`src/rtl/spi_xfer_ctrl.sv`:
```
// ---------------------------------------------------------------------------
// spi_xfer_ctrl
//   Master-side SPI transfer controller. It generates SCLK at the programmed
//   baud rate, the slave select, the shifter load/capture pulses and the four
//   per-edge strobes the downstream shifter uses to shift and sample. Each
//   accepted start runs one byte (EDGES SCLK edges).
//
//   Optional build macro: SPI_WAIT_FREEZE_EN
//     defined   : spiswai_i & wait_i freezes an ACTIVE transfer in place
//     undefined : spiswai_i and wait_i have no effect
//
// Ports
//   PCLK, PRESET_n         clock, asynchronous active-low reset
//   mstr_i, spe_i          master mode / SPI enable (either low aborts)
//   cpol_i, cpha_i         clock polarity / phase
//   sppr_i, spr_i          baud pre-select / select
//   start_i                one-cycle transfer request
//   spiswai_i, wait_i      stop-in-wait enable / CPU wait mode
//   ss_o                   slave select, active low
//   sclk_o                 serial clock
//   send_data_o            shifter load pulse (cycle the start is accepted)
//   receive_data_o         received-byte capture pulse (DONE cycle)
//   tip_o                  transfer in progress
//   mosi_send_sclk_o       falling SCLK edge pending -> shift
//   miso_receive_sclk_o    falling SCLK edge now     -> sample
//   mosi_send_sclk0_o      rising SCLK edge pending  -> shift
//   miso_receive_sclk0_o   rising SCLK edge now      -> sample
//   baud_div_o             current baud divisor
// ---------------------------------------------------------------------------
module spi_xfer_ctrl #(
  parameter int DIV_W = 12,
  parameter int EDGES = 16
) (
  input  logic             PCLK,
  input  logic             PRESET_n,
  input  logic             mstr_i,
  input  logic             spe_i,
  input  logic             cpol_i,
  input  logic             cpha_i,
  input  logic [2:0]       sppr_i,
  input  logic [2:0]       spr_i,
  input  logic             start_i,
  input  logic             spiswai_i,
  input  logic             wait_i,
  output logic             ss_o,
  output logic             sclk_o,
  output logic             send_data_o,
  output logic             receive_data_o,
  output logic             tip_o,
  output logic             mosi_send_sclk_o,
  output logic             miso_receive_sclk_o,
  output logic             mosi_send_sclk0_o,
  output logic             miso_receive_sclk0_o,
  output logic [DIV_W-1:0] baud_div_o
);

  localparam logic [1:0] ST_IDLE   = 2'd0;
  localparam logic [1:0] ST_LOAD   = 2'd1;
  localparam logic [1:0] ST_ACTIVE = 2'd2;
  localparam logic [1:0] ST_DONE   = 2'd3;

  localparam int EW = $clog2(EDGES + 1);

  logic [1:0]       state_q, state_d;
  logic [DIV_W-1:0] cnt_q, cnt_d;
  logic [EW-1:0]    edge_q, edge_d;
  logic             sclk_q, sclk_d;
  logic             ss_q, ss_d;
  logic             tip_q, tip_d;
  logic             rx_q, rx_d;
  logic             cpol_q, cpol_d;
  logic [2:0]       sppr_q, sppr_d;
  logic [2:0]       spr_q, spr_d;

  logic             freeze_s;
  logic             run_ok_s;
  logic             send_data_s;
  logic [DIV_W-1:0] pre_s;
  logic [DIV_W-1:0] baud_div_s;
  logic [DIV_W-1:0] hp_s;
  logic [DIV_W-1:0] tc_s;
  logic [DIV_W-1:0] p_cnt_s;
  logic             at_tc_s;
  logic             at_p_s;
  logic             strobe_en_s;
  logic             unused_s;

  // Phase selection lives in the shifter: the four strobes below cover both
  // edges, so cpha does not change anything in this block.
`ifdef SPI_WAIT_FREEZE_EN
  assign freeze_s = spiswai_i & wait_i;
  assign unused_s = cpha_i;
`else
  assign freeze_s = 1'b0;
  assign unused_s = cpha_i ^ spiswai_i ^ wait_i;
`endif

  assign run_ok_s = mstr_i & spe_i;

  // Divisor = (sppr+1) << (spr+1); half period = (sppr+1) << spr.
  assign pre_s      = DIV_W'(sppr_q) + {{(DIV_W-1){1'b0}}, 1'b1};
  assign baud_div_s = pre_s << ({1'b0, spr_q} + 4'd1);
  assign hp_s       = pre_s << spr_q;
  assign tc_s       = hp_s - {{(DIV_W-1){1'b0}}, 1'b1};
  // With a 2-cycle divisor there is no earlier slot, so "pending" and "now"
  // coincide on the terminal count.
  assign p_cnt_s    = (tc_s == {DIV_W{1'b0}}) ? tc_s
                                              : tc_s - {{(DIV_W-1){1'b0}}, 1'b1};
  assign at_tc_s    = (cnt_q == tc_s);
  assign at_p_s     = (cnt_q == p_cnt_s);

  // Next-state, counter, SCLK and shadow-register logic.
  always_comb begin
    state_d     = state_q;
    cnt_d       = cnt_q;
    edge_d      = edge_q;
    sclk_d      = sclk_q;
    cpol_d      = cpol_q;
    sppr_d      = sppr_q;
    spr_d       = spr_q;
    send_data_s = 1'b0;
    case (state_q)
      ST_IDLE: begin
        // Shadows follow the inputs while idle, which also captures them on
        // the accepting start.
        cpol_d = cpol_i;
        sppr_d = sppr_i;
        spr_d  = spr_i;
        sclk_d = cpol_i;
        cnt_d  = {DIV_W{1'b0}};
        edge_d = {EW{1'b0}};
        if (start_i && run_ok_s) begin
          send_data_s = 1'b1;
          state_d     = ST_LOAD;
        end else begin
          state_d = ST_IDLE;
        end
      end
      ST_LOAD: begin
        if (!run_ok_s) begin
          state_d = ST_IDLE;
          sclk_d  = cpol_q;
        end else begin
          state_d = ST_ACTIVE;
        end
      end
      ST_ACTIVE: begin
        if (!run_ok_s) begin
          state_d = ST_IDLE;
          sclk_d  = cpol_q;
          cnt_d   = {DIV_W{1'b0}};
          edge_d  = {EW{1'b0}};
        end else if (freeze_s) begin
          state_d = ST_ACTIVE;
        end else if (at_tc_s) begin
          sclk_d = ~sclk_q;
          cnt_d  = {DIV_W{1'b0}};
          edge_d = edge_q + {{(EW-1){1'b0}}, 1'b1};
          if (edge_q == EW'(EDGES - 1)) begin
            state_d = ST_DONE;
          end else begin
            state_d = ST_ACTIVE;
          end
        end else begin
          cnt_d = cnt_q + {{(DIV_W-1){1'b0}}, 1'b1};
        end
      end
      ST_DONE: begin
        state_d = ST_IDLE;
      end
      default: begin
        state_d = ST_IDLE;
        sclk_d  = cpol_i;
        cnt_d   = {DIV_W{1'b0}};
        edge_d  = {EW{1'b0}};
      end
    endcase
  end

  // Slave select and busy flag are low/high for LOAD through DONE; the
  // capture pulse is high for the DONE cycle.
  always_comb begin
    ss_d  = (state_d == ST_IDLE);
    tip_d = (state_d != ST_IDLE);
    rx_d  = (state_d == ST_DONE);
  end

  // State and output registers.
  always_ff @(posedge PCLK or negedge PRESET_n) begin
    if (!PRESET_n) begin
      state_q <= ST_IDLE;
      cnt_q   <= {DIV_W{1'b0}};
      edge_q  <= {EW{1'b0}};
      sclk_q  <= 1'b0;
      ss_q    <= 1'b1;
      tip_q   <= 1'b0;
      rx_q    <= 1'b0;
      cpol_q  <= 1'b0;
      sppr_q  <= 3'd0;
      spr_q   <= 3'd0;
    end else begin
      state_q <= state_d;
      cnt_q   <= cnt_d;
      edge_q  <= edge_d;
      sclk_q  <= sclk_d;
      ss_q    <= ss_d;
      tip_q   <= tip_d;
      rx_q    <= rx_d;
      cpol_q  <= cpol_d;
      sppr_q  <= sppr_d;
      spr_q   <= spr_d;
    end
  end

  assign strobe_en_s          = (state_q == ST_ACTIVE) & ~freeze_s;
  assign mosi_send_sclk_o     = strobe_en_s & at_p_s  &  sclk_q;
  assign miso_receive_sclk_o  = strobe_en_s & at_tc_s &  sclk_q;
  assign mosi_send_sclk0_o    = strobe_en_s & at_p_s  & ~sclk_q;
  assign miso_receive_sclk0_o = strobe_en_s & at_tc_s & ~sclk_q;

  assign send_data_o    = send_data_s;
  assign receive_data_o = rx_q;
  assign ss_o           = ss_q;
  assign sclk_o         = sclk_q;
  assign tip_o          = tip_q;
  assign baud_div_o     = baud_div_s;

endmodule

```
`config.mk`:
```
export PLATFORM = sky130hd
export DESIGN_NAME = spi_xfer_ctrl
export DESIGN_NICKNAME = d
export VERILOG_FILES = /design/src/rtl/spi_xfer_ctrl.sv
export SDC_FILE = /design/constraint.sdc
export NUM_CORES = 1
export LEC_CHECK = 0
export BUFFER_PORTS_ARGS = -buffer_cell sky130_fd_sc_hd__buf_2
export CORE_AREA = 3 3 98 100
export CTS_BUF_LIST = sky130_fd_sc_hd__clkbuf_4
export CTS_CLUSTER_SIZE = 40
export DETAILED_ROUTE_END_ITERATION = 10
export DIE_AREA = 0 0 101 103
export SYNTH_ARGS = -nofsm -noshare
export SYNTH_HDL_FRONTEND = slang
export SYNTH_SLANG_ARGS = --single-unit
```
`constraint.sdc`:
```
create_clock -name PCLK -period 7.2 [get_ports PCLK]
set_input_delay 1.08 -clock PCLK [delete_from_list [all_inputs] [get_ports PCLK]]
set_output_delay 1.08 -clock PCLK [all_outputs]
set_load 0.05 [all_outputs]
```
==> key figures, run 1 <==
Yosys
  • Synth Register Bits: 30
  • Post-synthesis sequential area ratio: 24.4%
  • Syn. warnings: 0
  • Synthesized instance count: 383
  • Avg Cell Area, Syn: 8.05 µm²
  • Combinational family with the most area after synthesis: simple AND/OR/NAND/NOR gates
  • EDFF count, synth: 0
  • Netlist cell types: 79
  • Post-synthesis mux area share: 4.50%
  • Post-synthesis net count: ~410
  • Simple-Gate Fraction of Synth Area: roughly 29%
  • Area of the mapped netlist: 0.00308 mm²
  • Synth async-reset ratio: between 90% and 100%
  • XOR/XNOR share of the synthesized area: 7.75%
  • Synth Area in Adders: around 4.1%
  • Compound-Gate Fraction of Synth Area: a little under a quarter
  • Synth Flop Type: dfrtp_1

Clock network
  • Setup Fix Bufs, Post-CTS: 0
  • TritonCTS Sinks: 30
  • Hold_buf cts: 0
  • H-Tree Depth: 2
  • TritonCTS buffer count: 5
  • Clk_lat worst skew: approximately 330 ps
  • CTS root buf: clkbuf_4
  • CTS clock-pin slew for the worst setup and hold paths: 110 ps
  • TritonCTS clock tree: done
  • Clock buffer depth: 2
  • Cts repair resizes: 0

Setup path
  • CP endpoint kind: output port
  • CP arrival: about 4500 ps
  • Required @ worst endpoint: just over 6000 ps
  • Crit path kind: flop to output port
  • Crit-path max FO: 15
  • CP Launch Type: flop

Hold path
  • Class of the most critical hold timing path: flop to flop

Timing
  • Pins Over Slew Limit: 0
  • Minimum clock period: about 5600 ps
  • Tcrit/Tclk final: a little under 80%
  • Final setup fails: 0
  • Slew HR: 39.8%
  • TNS Setup: 0 ps
  • Min Hold Slack: 514 ps
  • Worst Skew: 16.8 ps
  • Fmax: 0.180 GHz
  • PnR worst setup slack: 1650 ps
  • Hold Vio Cnt, Final: 0
  • RSZ-0062 raised after global routing: false
  • Worst-margin pin slew: 903 ps

Detailed routing
  • Vias per cell: roughly 5.6
  • Final wirelength: ~7.7 mm
  • Routed wire length per instance: between 15 and 20 µm
  • DR vias: between 2000 and 3000
  • DR iter-0 viols: 128
  • Antenna viol nets, final: 0
  • DR pass1 iterations: 4
  • DRC: 0

Final layout
  • Nets@finish: 422
  • Layout cells sized above 1: 16.3%
  • Leading cell types in the layout, fill and taps excluded: nand2_1, buf_2, dfrtp_1
  • Non-Filler Cell Area, Final: 0.00330 mm²
  • Filler Cell Count: 918
  • ANT cells: 0
  • Fin util: a little under two fifths
  • Most common cell after layout, fill and taps aside: nand2_1
  • Area delta synth->final: 7.18%
  • Layout Cells excl Fill: 506

GRT
  • Vias in the first global route: about 2700
  • Initial antenna violation count: 0
  • Global route overflow: 0
  • Largest net degree at the start of global routing: 40
  • First-pass GRT wire length: 13.3 mm
  • All-Layer GR Usage: 15.5%

Power
  • VDD IR-drop max: between 0.09 and 0.1 mV
  • Total power divided by cell area: 150 mW/mm²
  • Design Power: roughly 0.50 mW
  • Leak: 1.35 nW

Placed design
  • Global placer's final weighted congestion: 0.949
  • Pre-CTS WS: 2080 ps
  • Dpl cells: 498
  • Hpwl dp: between 5 and 6 mm
  • DP Area: 0.00325 mm²
  • PortBufs: 32

Job
  • Max-cap violation count: 0

Die
  • Initial Util: approximately a third
  • FP Rows: 34
  • Core area: ~0.009 mm²
  • I/O pin count: 36
  • Die height: 103 µm
  • Die area: 0.0104 mm²
  • Chip Width: between 100 and 150 µm

Outcome
  • Run status: finished clean
per-layer routing:
layer	part of all wire (%)	vias up	GRT usage, %
li1	-	1435	-
met1	48	1366	20.7
met2	48	44	26.3
met3	2.6	10	1.83
met4	1.3	0	4.81
met5	0	-	0
Yosys cell counts, types with 6 or more instances:
library cell,number,share of area [%]
and3_1,11,2.2
or3_1,8,1.6
dfrtp_1,29,24
nor2_1,22,2.7
ha_1,10,4.1
xnor2_1,17,4.8
mux2i_1,6,1.9
o211ai_1,6,1.5
a211oi_1,7,1.7
clkbuf_1,15,1.8
inv_1,15,1.8
nand2_1,49,6.0
o21ai_0,16,2.6
a21oi_1,13,2.1
nor3_1,12,1.9
nand3_1,15,2.4
report_power, final:
part,total (mW),internal [mW],switching (mW)
registers,0.182,0.173,0.00932
clock network,0.101,0.0404,0.0605
logic,0.214,0.0739,0.140
cell type report:
| cell class | count | area, µm² | area share, % |
|---|---|---|---|
| clock inverter | 2 | 8.76 | 0.265 |
| clock buffer | 6 | 45.0 | 1.36 |
| multi-input combinational | 309 | 2120 | 64.2 |
| inverter | 16 | 60.1 | 1.82 |
| timing repair buffer | 35 | 183 | 5.53 |
| sequential | 30 | 752 | 22.8 |
| tap | 108 | 135 | 4.09 |
kinds of logic after synthesis:
family / after synthesis
XOR/XNOR: 24
AND/OR/NAND/NOR: 167
flip-flops: 30
adder cells (fa/ha/maj): 10
buffers and inverters: 44
multiplexers: 13
AO/OA/AOI/OAI: 95
path summary, 6_finish.rpt:
kind / from / to / slack (ps) / depth (start not counted)
max: sppr_q[0] / mosi_send_sclk_o / 1650 / 11
min: edge_q[0] / edge_q[0] / 510 / 1
max reg2reg: sppr_q[0] / sclk_o / 2570 / 9
min reg2reg: edge_q[0] / edge_q[0] / 510 / 1
max in group asynchronous: PRESET_n / cnt_q[10] / 5940 / 1
min in group asynchronous: PRESET_n / cnt_q[11] / 800 / 1
state kept, by name (all words and copies together), names as in the netlist:
register	cells
receive_data_o	1
tip_o	1
sclk_o	1
cnt_q	12
spr_q	3
edge_q	5
state_q	2
cpol_q	1
sppr_q	3
ss_o	1
worst max-delay path, stage by stage (launching register included):
cell and delay, ps:
dfrtp_1 650, ha_1 460, xor2_2 230, a211o_1 370, a221o_1 450, xnor2_1 160
nor4_1 660, o211a_1 260, a311oi_1 50, a211oi_1 370, and3_1 230, buf_2 260
No activity file was read; power rests on OpenSTA's default activity.
==> run 2: changes to the inputs <==
ABC_AREA = 1   (was not set)
CORE_AREA = 3 3 93 95   (was 3 3 98 100)
DIE_AREA = 0 0 96 98   (was 0 0 101 103)
clock period = 5.1 ns   (was 7.2 ns; I/O delays follow)
==> key figures, run 2 <==
Outcome
  • Run status: finished clean

Power
  • Design Power: approximately 0.69 mW
  • Leak: 1.56 nW
  • Combinational fraction of design power: 42.9%
  • Clk pwr share: 20.2%
  • Psw: slightly above 0.3 mW
  • Internal power: 0.378 mW
  • Sw frac: 45.1%
  • Seq pwr share: 36.9%
  • Total power divided by cell area: 227 mW/mm²
  • VDD IR-drop max: 0.167 mV

Final layout
  • Layout cells sized above 1: 17.3%
  • Max FFs per register: 12
  • Leading cell types in the layout, fill and taps excluded: nand2_1, nand3_1, inv_1
  • Area delta synth->final: 11.3%
  • ANT cells: 0
  • Largest regs: cnt_q (12), edge_q (5)
  • Nets@finish: roughly 480
  • Most common cell after layout, fill and taps aside: nand2_1
  • Fin util: 38.8%
  • Largest reg by FF count: cnt_q
  • Filler Cell Count: 838

Setup path
  • Crit path buf inv count: 3
  • CP endpoint kind: output port
  • CP max-delay cell: dfrtp_1
  • Max stage delay on crit path: ~500 ps
  • Crit-path max FO: 8
  • CP top delay family: simple AND/OR/NAND/NOR gates
  • CP arrival: 3540 ps
  • Crit path kind: flop to output port
  • CP Launch Type: flop
  • Sequence of cells on the critical path: ha_1, inv_1, nand2_1, nand4_1, ha_1, inv_1, nand4_1, nand2_1, nor2_1, nand2_1, nor2_1, nand3_1, nand2_1, a21boi_0, nand3_1, nor2_1, nand3_1, nor2_1, buf_2
  • Required @ worst endpoint: 4340 ps

GRT
  • Initial antenna violation count: 0
  • First-pass GRT wire length: 11.6 mm
  • Largest net degree at the start of global routing: 31
  • Global route overflow: 0
  • All-Layer GR Usage: about 15%
  • Vias in the first global route: between 2000 and 3000

Timing
  • Tcrit/Tclk final: 84.5%
  • Slew HR: between 50% and 60%
  • Pins Over Slew Limit: 0
  • Fmax: 0.232 GHz
  • PnR worst setup slack: 792 ps
  • TNS Setup: 0 ps
  • Minimum clock period: 4310 ps
  • RSZ-0062 raised after global routing: false
  • Hold Vio Cnt, Final: 0
  • Worst Skew: roughly 12 ps
  • Worst-margin pin slew: between 600 and 700 ps
  • Final setup fails: 0

Die
  • Die area: 0.00941 mm²
  • I/O pin count: 36
  • Die height: 98 µm
  • Core area: between 0.007 and 0.008 mm²
  • FP Rows: 32
  • Initial Util: a little over a third
  • Chip Width: around 96 µm

Yosys
  • Most frequent cells after synthesis: nand2_1, nand3_1, inv_1
  • Synth Register Bits: 30
  • Synthesized instance count: approximately 420
  • Share of the synthesized area in the top cell type: 26.6%
  • Syn. warnings: 0
  • Synth async-reset ratio: 100%
  • Largest cells by area after synthesis: dfrtp_1, nand2_1, nand3_1, inv_1, nor2_1
  • Post-synthesis sequential area ratio: 27.6%
  • Yosys top cell by area: dfrtp_1
  • Area of the mapped netlist: 0.00272 mm²
  • Post-synthesis net count: ~440
  • Synth Flop Type: dfrtp_1
  • Avg Cell Area, Syn: 6.55 µm²
  • Most frequent cell after synthesis: nand2_1
  • EDFF count, synth: 0
  • Netlist cell types: 37

Placed design
  • Hpwl dp: about 5.5 mm
  • PortBufs: 32
  • Pre-CTS WS: between 1000 and 1500 ps
  • Global placer's final weighted congestion: 0.973

Clock network
  • Clock buffer depth: 2
  • TritonCTS buffer count: 5
  • Clk_lat worst skew: approximately 330 ps
  • CTS clock-pin slew for the worst setup and hold paths: around 110 ps
  • TritonCTS clock tree: done
  • TritonCTS Sinks: 30
  • H-Tree Depth: 2
  • CTS root buf: clkbuf_4
  • Cts repair resizes: 0
  • Setup Fix Bufs, Post-CTS: 0
  • Hold_buf cts: 0

Job
  • Max-cap violation count: 0

Detailed routing
  • DRC: 0
  • Routed wire length per instance: 12.2 µm
  • DR iter-0 viols: 146
  • Final wirelength: 6.75 mm
  • Vias per cell: 5.05
  • Antenna viol nets, final: 0
  • DR vias: ~2800
  • DR pass1 iterations: 5

Hold path
  • Class of the most critical hold timing path: input port to asynchronous set/reset pin
==> run 2: cell types whose count changed after synthesis, moves of 8 or more <==
cell	before	now
inv_2	1	9
clkbuf_1	15	2
o22ai_1	4	12
nand3_1	15	56
or3_1	8	0
nor3_1	12	4
nor2_1	22	39
xor2_1	4	12
inv_1	15	49
nand2_1	49	113
and3_1	11	0
xnor2_1	17	2
nand4_1	4	14
==> run 2: cell type report <==
type / instances / area, µm² / share of cell area, %
Tap cell: 102 / 128 / 4.21
Timing Repair Buffer: 32 / 160 / 5.28
Multi-Input combinational cell: 322 / 1720 / 56.6
Inverter: 59 / 221 / 7.30
Sequential cell: 30 / 752 / 24.8
Clock buffer: 5 / 37.5 / 1.24
Clock inverter: 3 / 16.3 / 0.537
==> run 2: final timing paths <==
| kind | startpoint | to | slack (ps) | cells past startpoint |
|---|---|---|---|---|
| max reg2reg | sppr_q[0] | cnt_q[7] | 1670 | 17 |
| min in group PCLK | edge_q[4] | edge_q[4] | 500 | 2 |
| max in group asynchronous | PRESET_n | sppr_q[2] | 4200 | 1 |
| min reg2reg | edge_q[4] | edge_q[4] | 500 | 2 |
| max | sppr_q[0] | mosi_send_sclk0_o | 790 | 19 |
| min | PRESET_n | edge_q[1] | 450 | 1 |
==> run 2: per-layer routing <==
metal  vias to the layer above  share of wire, %  GRT usage [%]
li1                       1438                 -              -
met1                      1258                47           20.0
met2                        83                47           25.5
met3                        14               4.8           2.00
met4                         0               1.9           4.38
met5                         -                 0              0
==> run 2: power groups by stage <==
stage | combinational (mW) | sequential [mW] | clock [mW]
4_1_cts | 0.295 | 0.254 | 0.146
3_5_place_dp | 0.294 | 0.259 | 0
3_3_place_gp | 0.292 | 0.258 | 0
2_1_floorplan | 0.232 | 0.261 | 0
6_report | 0.295 | 0.254 | 0.139
5_1_grt | 0.332 | 0.256 | 0.158
==> run 2: logic make-up (layout without fill, tap and decap cells) <==
family / after synthesis / after routing / share of synthesized area [%]
AOI/OAI and AO/OA: 43 / 43 / 9.51
xor gates and xnor gates: 14 / 14 / 4.50
adders and majority gates: 10 / 10 / 4.59
buffers and inverters: 64 / 99 / 9.37
DFF: 30 / 30 / 27.6
muxes: 2 / 2 / 0.827
and+or+nand+nor: 253 / 253 / 43.6
==> run 2: metrics by stage <==
step	hold WS [ps]	area, µm²	std cells
after CTS	469	3030	553
after floorplan	455	2720	416
final	452	3030	553
after detailed placement	474	2980	545
after global routing	476	3030	553
after global placement	469	2980	545
==> run 2: worst reg2reg max path, delay by kind of cell (launching register included) <==
family / cells / cell delay, ps
flops: 1 / 500
simple gates: 12 / 1860
fa+ha+maj: 2 / 630
buf+inv: 3 / 350
==> run 3: changes to the inputs <==
clock period = 4.3 ns   (was 5.1 ns; I/O delays follow)
==> key figures, run 3 (synthesis gave the netlist of run 2 again) <==
Power
  • VDD IR-drop max: 0.142 mV
  • Leak: about 1.6 nW
  • Design Power: 0.825 mW
  • Total power divided by cell area: 269 mW/mm²

GRT
  • All-Layer GR Usage: approximately 15%
  • Largest net degree at the start of global routing: 31
  • Initial antenna violation count: 0
  • Global route overflow: 0
  • Vias in the first global route: between 2000 and 3000
  • First-pass GRT wire length: 11.7 mm

Clock network
  • H-Tree Depth: 2
  • TritonCTS buffer count: 5
  • Hold_buf cts: 0
  • Clk_lat worst skew: 340 ps
  • TritonCTS clock tree: done
  • CTS root buf: clkbuf_4
  • TritonCTS Sinks: 30
  • CTS clock-pin slew for the worst setup and hold paths: 100 ps
  • Clock buffer depth: 2

Timing
  • Pins Over Slew Limit: 0
  • Worst-margin pin slew: 668 ps
  • Slew HR: 55.5%
  • Worst Skew: just over 9 ps
  • Final setup fails: 0
  • Tcrit/Tclk final: 92.4%
  • Fmax: roughly 0.25 GHz
  • TNS Setup: 0 ps
  • PnR worst setup slack: 326 ps
  • Hold Vio Cnt, Final: 0
  • Minimum clock period: 3970 ps
  • Min Hold Slack: 323 ps

Detailed routing
  • Metal3 WL: 249 µm
  • Vias per cell: 5.00
  • Antenna viol nets, final: 0
  • Max layer used: met4
  • DR iter-0 viols: 153
  • Met2 WL: 3.14 mm
  • Final wirelength: 6.88 mm
  • DR vias: roughly 2800
  • DRT met1 WL: 3.35 mm
  • Routed wire length per instance: 12.4 µm
  • DR pass1 iterations: 4
  • DRC: 0

Setup path
  • Sequence of cells on the critical path: ha_1, inv_1, nand2_1, nand4_1, ha_2, inv_1, nand4_1, nand2_1, nor2_1, nand2_1, nor2_2, nand3_2, nand3b_1, nand2_1, nand3_1, nor2_1, nand3_1, nor2_1, buf_6
  • Critical Path End: mosi_send_sclk0_o
  • Reg2Reg Launch Point: sppr_q[1]
  • CP endpoint kind: output port
  • Critical path's most frequent cell: nand2_1
  • Crit-path max FO: 6
  • R2R Setup Slk: 990 ps
  • CP Launch Type: flop
  • Crit path kind: flop to output port
  • CP max-delay cell: dfrtp_2
  • Max stage delay on crit path: 460 ps
  • CP arrival: 3330 ps
  • Worst R2R End: cnt_q[11]
  • CP Launch Point: sppr_q[1]
  • Required @ worst endpoint: 3650 ps
  • Reg2Reg Depth: 16

Die
  • Core area: 0.00781 mm²
  • Initial Util: between 30% and 40%
  • Chip Width: 96 µm
  • Die area: 0.00941 mm²
  • FP Rows: 32
  • I/O pin count: 36
  • Die height: a little under 100 µm

Outcome
  • Run status: finished clean

Final layout
  • Fin util: 39.3%
  • Max FFs per register: 12
  • ANT cells: 0
  • Leading cell types in the layout, fill and taps excluded: nand2_1, nand3_1, inv_1
  • Most common cell after layout, fill and taps aside: nand2_1
  • Area delta synth->final: 12.5%
  • Largest reg by FF count: cnt_q
  • Largest regs: cnt_q (12), edge_q (5)
  • Layout cells sized above 1: a little under a fifth
  • Non-Filler Cell Area, Final: 0.00307 mm²
  • Nets@finish: between 400 and 500
  • Layout Cells excl Fill: 554

Placed design
  • DP Area: approximately 0.0030 mm²
  • PortBufs: 32
  • Pre-CTS WS: 548 ps
  • Global placer's final weighted congestion: 0.965
  • Dpl cells: roughly 550
  • Hpwl dp: 5.44 mm

Hold path
  • Class of the most critical hold timing path: input port to asynchronous set/reset pin

Job
  • Max-cap violation count: 0
==> run 3: how the worst min path moves through the flow <==
stage                            to  startpoint  slack (ps)  cells after the start
after floorplan            cnt_q[0]    PRESET_n         350                      0
after global placement    edge_q[3]   edge_q[3]         470                      2
after detailed placement  edge_q[4]   edge_q[4]         470                      2
after CTS                 edge_q[1]    PRESET_n         350                      1
after global routing      edge_q[4]    PRESET_n         380                      1
final                     edge_q[2]    PRESET_n         320                      1
==> run 3: worst max-delay path: cells and delay by family, from the launching register on <==
family / cells / cell delay (ps)
buf+inv: 3 / 310
fa+ha+maj: 2 / 540
simple gates: 14 / 1690
flops: 1 / 460
==> run 3: what timing repair did <==
action / 4_1_cts / 5_1_grt
setup endpoints to repair: 0 / 2
resized for setup: 0 / 11
buffers inserted: 0 / 0
==> run 3: area by class of cell <==
type	count	area (µm²)
multi-input combinational	322	1730
sequential	30	753
clock inverter	2	8.76
tap	102	128
fill	855	4740
inverter	59	221
clock buffer	6	45.0
timing repair buffer	33	180
==> run 3: report_power, final <==
part / switching (mW) / internal [mW] / leakage (nW)
Sequential: 0.0105 / 0.290 / 0.396
Combinational: 0.256 / 0.0997 / 1.14
Clock: 0.101 / 0.0676 / 0.0331
Total: 0.368 / 0.457 / 1.57
==> run 3: routing by layer <==
metal / up-vias / track usage, %
met5: - / 0
met4: 0 / 5.14
met3: 12 / 2.00
met2: 55 / 25.0
met1: 1259 / 20.4
li1: 1445 / -
